**src/rtl/uart_receive.sv**
```systemverilog
// UART receiver: 8N1 (or 8E1 when UART_RX_PARITY_EN is defined), LSB first, WTIME clocks per bit.
// Samples each bit at mid-bit and reports a byte with a one-cycle valid pulse or an error pulse.
module uart_receive #(
  parameter int WTIME = 868
) (
  input  logic       CLOCK,
  input  logic       RESET,
  input  logic       UART_RX,
  output logic [7:0] data,
  output logic       valid,
  output logic       busy,
  output logic       frame_err,
  output logic       parity_err
);

  localparam int CW = $clog2(WTIME);
  localparam logic [CW-1:0] HALF_M1 = CW'(WTIME / 2 - 1);
  localparam logic [CW-1:0] FULL_M1 = CW'(WTIME - 1);

  typedef enum logic [2:0] {
    IDLE,
    START,
    DATA,
`ifdef UART_RX_PARITY_EN
    PARITY,
`endif
    STOP,
    WAIT_HIGH
  } state_t;

  logic          rx_meta;
  logic          rx_s;
  logic          rx_d;
  logic [1:0]    settle_reg;
  logic          armed_reg;
  state_t        state_reg;
  logic [CW-1:0] baud_reg;
  logic [2:0]    bit_reg;
  logic [7:0]    shift_reg;
`ifdef UART_RX_PARITY_EN
  logic          par_bad_reg;
`endif

  // The synchronizer flops reset high, so edge detection stays disarmed until the
  // pipeline holds real line samples and the line has been seen high once.
  always_ff @(posedge CLOCK or posedge RESET) begin
    if (RESET) begin
      rx_meta    <= 1'b1;
      rx_s       <= 1'b1;
      rx_d       <= 1'b1;
      settle_reg <= 2'd0;
      armed_reg  <= 1'b0;
    end else begin
      rx_meta <= UART_RX;
      rx_s    <= rx_meta;
      rx_d    <= rx_s;
      if (settle_reg != 2'd2)
        settle_reg <= settle_reg + 2'd1;
      else if (rx_s)
        armed_reg <= 1'b1;
    end
  end

  always_ff @(posedge CLOCK or posedge RESET) begin
    if (RESET) begin
      state_reg   <= IDLE;
      baud_reg    <= '0;
      bit_reg     <= 3'd0;
      shift_reg   <= 8'h00;
      data        <= 8'h00;
      valid       <= 1'b0;
      busy        <= 1'b0;
      frame_err   <= 1'b0;
`ifdef UART_RX_PARITY_EN
      parity_err  <= 1'b0;
      par_bad_reg <= 1'b0;
`endif
    end else begin
      valid     <= 1'b0;
      frame_err <= 1'b0;
`ifdef UART_RX_PARITY_EN
      parity_err <= 1'b0;
`endif
      case (state_reg)
        IDLE: begin
          if (armed_reg && rx_d && !rx_s) begin
            state_reg <= START;
            baud_reg  <= '0;
            busy      <= 1'b1;
          end
        end
        START: begin
          if (baud_reg == HALF_M1) begin
            baud_reg <= '0;
            bit_reg  <= 3'd0;
            if (!rx_s) begin
              state_reg <= DATA;
            end else begin
              state_reg <= IDLE;
              busy      <= 1'b0;
            end
          end else begin
            baud_reg <= baud_reg + 1'b1;
          end
        end
        DATA: begin
          if (baud_reg == FULL_M1) begin
            baud_reg  <= '0;
            shift_reg <= {rx_s, shift_reg[7:1]};
            bit_reg   <= bit_reg + 3'd1;
            if (bit_reg == 3'd7) begin
`ifdef UART_RX_PARITY_EN
              state_reg <= PARITY;
`else
              state_reg <= STOP;
`endif
            end
          end else begin
            baud_reg <= baud_reg + 1'b1;
          end
        end
`ifdef UART_RX_PARITY_EN
        PARITY: begin
          if (baud_reg == FULL_M1) begin
            baud_reg    <= '0;
            par_bad_reg <= rx_s ^ (^shift_reg);
            state_reg   <= STOP;
          end else begin
            baud_reg <= baud_reg + 1'b1;
          end
        end
`endif
        STOP: begin
          if (baud_reg == FULL_M1) begin
            baud_reg <= '0;
            if (!rx_s) begin
              // A low stop bit wins over any parity result and waits out a break.
              frame_err <= 1'b1;
              state_reg <= WAIT_HIGH;
            end else begin
              busy      <= 1'b0;
              state_reg <= IDLE;
`ifdef UART_RX_PARITY_EN
              if (par_bad_reg) begin
                parity_err <= 1'b1;
              end else begin
                data  <= shift_reg;
                valid <= 1'b1;
              end
`else
              data  <= shift_reg;
              valid <= 1'b1;
`endif
            end
          end else begin
            baud_reg <= baud_reg + 1'b1;
          end
        end
        WAIT_HIGH: begin
          if (rx_s) begin
            state_reg <= IDLE;
            busy      <= 1'b0;
          end
        end
        default: begin
          state_reg <= IDLE;
          busy      <= 1'b0;
        end
      endcase
    end
  end

`ifndef UART_RX_PARITY_EN
  assign parity_err = 1'b0;
`endif

endmodule

```
**config.mk**
```make
export PLATFORM = sky130hd
export DESIGN_NAME = uart_receive
export DESIGN_NICKNAME = d
export VERILOG_FILES = /design/src/rtl/uart_receive.sv
export SDC_FILE = /design/constraint.sdc
export NUM_CORES = 1
export LEC_CHECK = 0
export ABC_CLOCK_PERIOD_IN_PS = 1900
export BUFFER_PORTS_ARGS = -buffer_cell sky130_fd_sc_hd__buf_2
export CORE_ASPECT_RATIO = 0.7
export CORE_MARGIN = 4
export CORE_UTILIZATION = 40
export DETAILED_ROUTE_END_ITERATION = 8
export PLACE_DENSITY = 0.65
export SYNTH_ARGS = -nofsm -noshare
export SYNTH_HDL_FRONTEND = slang
export SYNTH_SLANG_ARGS = --single-unit
```
**constraint.sdc**
```tcl
create_clock -name CLOCK -period 1.9 [get_ports CLOCK]
set_input_delay 0.38 -clock CLOCK [delete_from_list [all_inputs] [get_ports CLOCK]]
set_output_delay 0.38 -clock CLOCK [all_outputs]
set_load 0.005 [all_outputs]
```
==> flow_metrics.py, run 1 <==
metrics = {
    "pwr": {
        "p_comb_frac": 0.237,
        "swShare": 0.305,
        "power.leakage_nw": 1.08,
        "peakVddDrop_mv": 0.477,
        "power.switching_mw": 0.645,
        "p_seq_frac": 0.482,
        "power_frac_clock": 0.281,
        "power_mw": 2.12,
        "powerDensity_nw_per_um2": 893,
        "internal-power_mw": 1.47,
    },
    "place": {
        "dpl.hpwl_mm": 2.91,
        "place.gp.congestion": 0.872,
        "pre_cts_slack_ns": 0.0794,
        "io_buffers": 13,
        "placed_cells": 268,
    },
    "sta": {
        "rsz0062_at_grt": "yes",
        "period_needed_ns": 1.79,
        "finalWorstSetupSlack_ns": 0.113,
        "clock-skew-final_ns": 0.00826,
        "slew_violations": 0,
        "fmax_mhz": 559,
        "final-setup-viol-count": 0,
        "timing.hold.ws_ns": 0.174,
        "hold_violations": 0,
        "finalCritPeriodShare": 0.941,
    },
    "layout": {
        "n_antenna_cell": 0,
        "fin_nets": 215,
        "instances_no_fill": 277,
        "largest_reg_flops": 10,
        "drive_above_1_share": 0.332,
        "syn_to_final_growth_pct": 15.0,
    },
    "routing": {
        "vias_per_cell": 5.17,
        "vias": 1431,
        "drc": 0,
        "totalWireLength_mm": 4.03,
        "wire_per_inst_um": 14.5,
        "first_pass_iters": 4,
        "antenna_left": 0,
        "dr.first_iter.drc_count": 66,
    },
    "clock_tree": {
        "clkSlewWorstSetupHoldPaths_ns": 0.08,
        "cts_inserted_buffers": 5,
        "clock_latency_ns": 0.29,
        "hold_buffers": 0,
        "ctsHtreeMaxLevel": 2,
        "clkSinkCount": 41,
        "root_buffer": "clkbuf_8",
        "clk_path_buf_depth": 2,
        "cts_tree": "yes",
    },
    "synthesis": {
        "synth_area_per_cell_um2": 11.5,
        "ys_seq_area_frac": 0.499,
        "synth_nets": 188,
        "synth_area_leader_cell": "dfrtp_1",
        "yosysUniqueCellTypes": 56,
        "synth_edf_count": 0,
        "yosysWarningCount": 0,
        "netlist_area_um2": 2060,
        "synth-main-ff-cell": "dfrtp_1",
        "ys_async_sr_fraction": 1.00,
        "netlist.area_leader.share": 0.461,
        "synth_area_leaders": "dfrtp_1 (46%), mux2_4 (5.8%), mux2_2 (4.9%)",
        "netlist_instances": 180,
        "synth_seq_cells": 41,
    },
    "floorplan": {
        "die_w_um": 93.8,
        "boundaryPins": 15,
        "rows": 21,
        "core_area_um2": 4890,
        "dieArea_um2": 6390,
        "dieHeight_um": 68.1,
        "start_util": 0.422,
    },
    "hold_path": {
        "min_path_type": "in2reg",
        "hold_path_startpoint": "UART_RX",
    },
    "critical_path": {
        "path_class": "reg2reg",
        "max_stage_delay_ns": 0.39,
        "critPathMaxFanout": 6,
        "worstPathCellList": "buf_4 -> ha_1 -> and2_2 -> a41oi_2 -> nand3_2 -> o311ai_0",
        "arrival_ns": 1.96,
        "crit_start": "baud_reg[0]",
        "startpoint_type": "register",
        "cpLargestDelayFamily": "compound AO/OA/AOI/OAI gates",
        "rr_startpoint": "baud_reg[0]",
        "cp_slowest_cell": "dfrtp_1",
        "endpoint_kind": "register",
        "crit_required_ns": 2.08,
        "critPathBufInv": 1,
    },
    "grt": {
        "grt_max_degree": 42,
        "grt_pass1_vias": 1367,
        "antenna_found_initial": 0,
        "grt_pass1_wl_mm": 6.93,
        "grt.overflow.total": 0,
        "grt_usage": 0.140,
    },
    "run_status": {
        "status": "finished clean",
    },
    "job": {
        "maxCapViolCount": 0,
    },
}
==> power by group through the flow <==
| stage | clock network (mW) | logic, mW | registers, mW |
|---|---|---|---|
| 2_1_floorplan | 0 | 0.295 | 1.03 |
| 3_3_place_gp | 0 | 0.478 | 1.04 |
| 3_5_place_dp | 0 | 0.489 | 1.04 |
| 4_1_cts | 0.613 | 0.490 | 1.02 |
| 5_1_grt | 0.654 | 0.566 | 1.04 |
| 6_report | 0.594 | 0.502 | 1.02 |
==> layer usage <==
metal | part of all wire | GRT usage | up-vias | wire length, um
li1 | - | - | 709 | -
met1 | 0.55 | 0.219 | 694 | 2210
met2 | 0.40 | 0.187 | 23 | 1620
met3 | 0.036 | 0.0330 | 5 | 144
met4 | 0.011 | 0.0486 | 0 | 45
met5 | 0 | 0 | - | 0
==> cell usage after synthesis, drive strengths merged (2+ instances only) <==
library cell	instances
dfrtp	38
nand2	20
mux2	17
nand3	9
o21ai	9
inv	8
buf	7
a21oi	5
ha	5
nor2	5
a41oi	3
clkbuf	3
dfstp	3
mux2i	3
nand4	3
a21o	2
and2	2
nand2b	2
nand3b	2
nand4b	2
nor3	2
nor3b	2
nor4bb	2
o211ai	2
or4	2
==> kinds of logic (layout without fill, tap and decap cells) <==
family                   count (synthesis)  after routing  synth area share
buffers and inverters                   18             46            0.0485
AND/OR/NAND/NOR                         59             59             0.173
multiplexers                            20             20             0.122
adder cells (fa/ha/maj)                  5              5            0.0303
XOR/XNOR                                 2              2           0.00849
other                                    1              1           0.00182
AO/OA/AOI/OAI                           34             34             0.116
flip-flops                              41             41             0.499
==> cells in the final DEF (no fill, tap or decap), types with 2 or more instances in the layout <==
master	instances
mux2_2	9
a21o_1	2
o21ai_1	2
inv_1	8
nor2_1	5
nand4_1	3
mux2i_1	3
ha_1	4
nand2_1	19
dfstp_2	3
o21ai_0	7
nand4b_1	2
nor3_1	2
nand2b_1	2
a41oi_1	2
nand3_1	8
buf_4	17
buf_2	13
nand3b_1	2
dfrtp_1	38
clkbuf_8	6
or4_1	2
o211ai_1	2
a21oi_1	5
mux2_4	8
==> final timing paths <==
kind | slack (ns) | endpoint | depth (start not counted)
setup / recovery | 0.11 | baud_reg[5] | 6
hold / removal | 0.17 | rx_meta | 1
hold reg to reg | 0.36 | rx_s | 0
max in group asynchronous | 1.35 | rx_d | 3
min in group asynchronous | 0.19 | settle_reg[1] | 3
setup reg to reg | 0.11 | baud_reg[5] | 6
==> what timing repair did <==
action / CTS / global route
buffers inserted: 0 / 1
endpoints found under the hold margin: 0 / 0
gates resized for setup: 0 / 3
setup endpoints to repair: 0 / 7
==> cell type report <==
| cell class | count | area (um^2) |
|---|---|---|
| Inverter | 8 | 30.0 |
| Tap cell | 69 | 86.3 |
| Clock inverter | 2 | 13.8 |
| Sequential cell | 41 | 1030 |
| Clock buffer | 6 | 82.6 |
| Timing Repair Buffer | 30 | 193 |
| Multi-Input combinational cell | 121 | 937 |
| Fill cell | 460 | 2510 |
==> per-stage QoR <==
stage / util / TNS, ns / area (um^2)
floorplan: - / -0.271 / 2070
global placement: 0.464 / 0 / 2270
detailed placement: 0.464 / 0 / 2270
CTS: 0.484 / 0 / 2360
global route: 0.485 / -0.0155 / 2370
finish: 0.485 / 0 / 2370
(Power assumes the default switching activity.)
==> inputs of run 2 (changes only) <==
Settings changed: CORE_UTILIZATION 40 to 53, GPL_TIMING_DRIVEN set to 0, PLACE_DENSITY 0.65 to 0.8.
==> flow_metrics.py, run 2 (synthesis gave the netlist of run 1 again) <==
metrics = {
    "run_status": {
        "status": "finished clean",
    },
    "critical_path": {
        "worstRegToRegCells": 7,
        "path_depth": 7,
        "cp_slowest_cell": "dfrtp_1",
        "ff2ff_setup_slack_ns": 0.002,
        "cpLargestDelayFamily": "simple AND/OR/NAND/NOR gates",
        "endpoint_kind": "register",
        "crit_required_ns": 2.08,
        "endpoint": "data[6]",
        "arrival_ns": 2.08,
        "critPathMaxFanout": 4,
        "critPathBufInv": 2,
        "rr_endpoint": "data[6]",
        "rr_startpoint": "baud_reg[1]",
        "path_class": "reg2reg",
        "crit_start": "baud_reg[1]",
        "startpoint_type": "register",
        "max_stage_delay_ns": 0.40,
        "worstPathCellList": "ha_4 -> nor4bb_4 -> and3_1 -> buf_6 -> and4_4 -> clkbuf_16 -> mux2_4",
    },
    "routing": {
        "wire_per_inst_um": 15.9,
        "vias_per_cell": 5.83,
        "vias": 1545,
        "first_pass_iters": 4,
        "drc": 0,
        "totalWireLength_mm": 4.21,
        "antenna_left": 0,
        "dr.first_iter.drc_count": 130,
    },
    "layout": {
        "instances_no_fill": 265,
        "drive_above_1_share": 0.367,
        "final_cell_mix": "dfrtp_1 (35), nand2_1 (19), buf_2 (17)",
        "syn_to_final_growth_pct": 19.2,
        "final_common_cell": "dfrtp_1",
        "largest_reg_flops": 10,
        "n_antenna_cell": 0,
        "fin_nets": 222,
    },
    "floorplan": {
        "boundaryPins": 15,
        "dieArea_um2": 4970,
        "die_w_um": 82.6,
        "start_util": 0.569,
        "core_area_um2": 3630,
        "dieHeight_um": 60.2,
        "rows": 18,
    },
    "sta": {
        "tns_ns": 0,
        "tightest_slew_ns": 0.829,
        "rsz0062_at_grt": "yes",
        "period_needed_ns": 1.90,
        "slew_violations": 0,
        "final-setup-viol-count": 0,
        "clock-skew-final_ns": 0.00657,
        "hold_violations": 0,
        "relSlewSlack": 0.446,
        "finalCritPeriodShare": 0.999,
        "fmax_mhz": 527,
        "finalWorstSetupSlack_ns": 0.00222,
    },
    "place": {
        "pre_cts_slack_ns": -0.193,
        "io_buffers": 13,
        "place.gp.congestion": 0.937,
        "dpl.hpwl_mm": 2.69,
        "placed_cells": 243,
    },
    "hold_path": {
        "min_path_type": "in2reg",
        "hold_path_startpoint": "UART_RX",
    },
    "pwr": {
        "powerDensity_nw_per_um2": 888,
        "power_mw": 2.18,
        "power.leakage_nw": 1.12,
        "peakVddDrop_mv": 0.545,
    },
    "job": {
        "maxCapViolCount": 0,
    },
    "clock_tree": {
        "cts_tree": "yes",
        "root_buffer": "clkbuf_8",
        "cts_inserted_buffers": 5,
        "hold_buffers": 0,
        "ctsHtreeMaxLevel": 2,
        "clkSinkCount": 41,
        "clkSlewWorstSetupHoldPaths_ns": 0.07,
        "clock_latency_ns": 0.30,
        "clk_path_buf_depth": 2,
    },
    "grt": {
        "grt_pass1_vias": 1513,
        "antenna_found_initial": 0,
        "grt_usage": 0.183,
        "grt.overflow.total": 0,
        "grt_pass1_wl_mm": 6.68,
        "grt_max_degree": 42,
    },
}
run 2: power breakdown:
group	total [mW]	switching [mW]	internal, mW
logic	0.568	0.300	0.267
clock network	0.584	0.288	0.296
registers	1.03	0.0793	0.952
total	2.18	0.667	1.52
run 2: what timing repair did:
action                     in CTS  in global routing
gates resized for setup         4                  9
setup buffers                   6                  7
pin swaps                       2                  3
gates cloned                    0                  1
setup endpoints to repair      10                 19
run 2: layout make-up:
| class | count | area, um^2 |
|---|---|---|
| fillers | 255 | 1170 |
| flip-flops and latches | 41 | 1030 |
| multi-input cells | 121 | 983 |
| repair buffers | 27 | 188 |
| clock buffers | 8 | 90.1 |
| plain buffers | 10 | 71.3 |
| well taps | 50 | 62.6 |
| inverters | 8 | 30.0 |
run 2: worst min path at each step:
stage	cells after the start	slack [ns]	endpoint
floorplan	0	0.35	rx_s
global placement	0	0.35	rx_s
detailed placement	0	0.35	rx_s
CTS	1	0.17	rx_meta
global route	1	0.17	rx_meta
finish	1	0.17	rx_meta
run 2: metrics by stage:
step | cell area [um^2] | util | hold slack (ns)
floorplan | 2070 | - | 0.345
detailed placement | 2190 | 0.605 | 0.349
global placement | 2190 | 0.605 | 0.351
global route | 2460 | 0.678 | 0.171
finish | 2460 | 0.678 | 0.174
CTS | 2350 | 0.648 | 0.166
run 2: worst register-to-register path, delay by kind of cell, from the launching register on:
kind / cells / cell delay (ns)
adders and majority gates: 1 / 0.16
DFF: 1 / 0.40
and+or+nand+nor: 3 / 0.69
muxes: 1 / 0.29
buffers and inverters: 2 / 0.25
run 2: metal layers:
layer	share of wire	vias to the layer above	wire length [um]	global-route usage
met2	0.46	62	1920	0.285
li1	-	715	-	-
met4	0.024	0	102	0.0909
met1	0.44	755	1870	0.236
met3	0.074	13	312	0.0497
met5	0	-	0	0
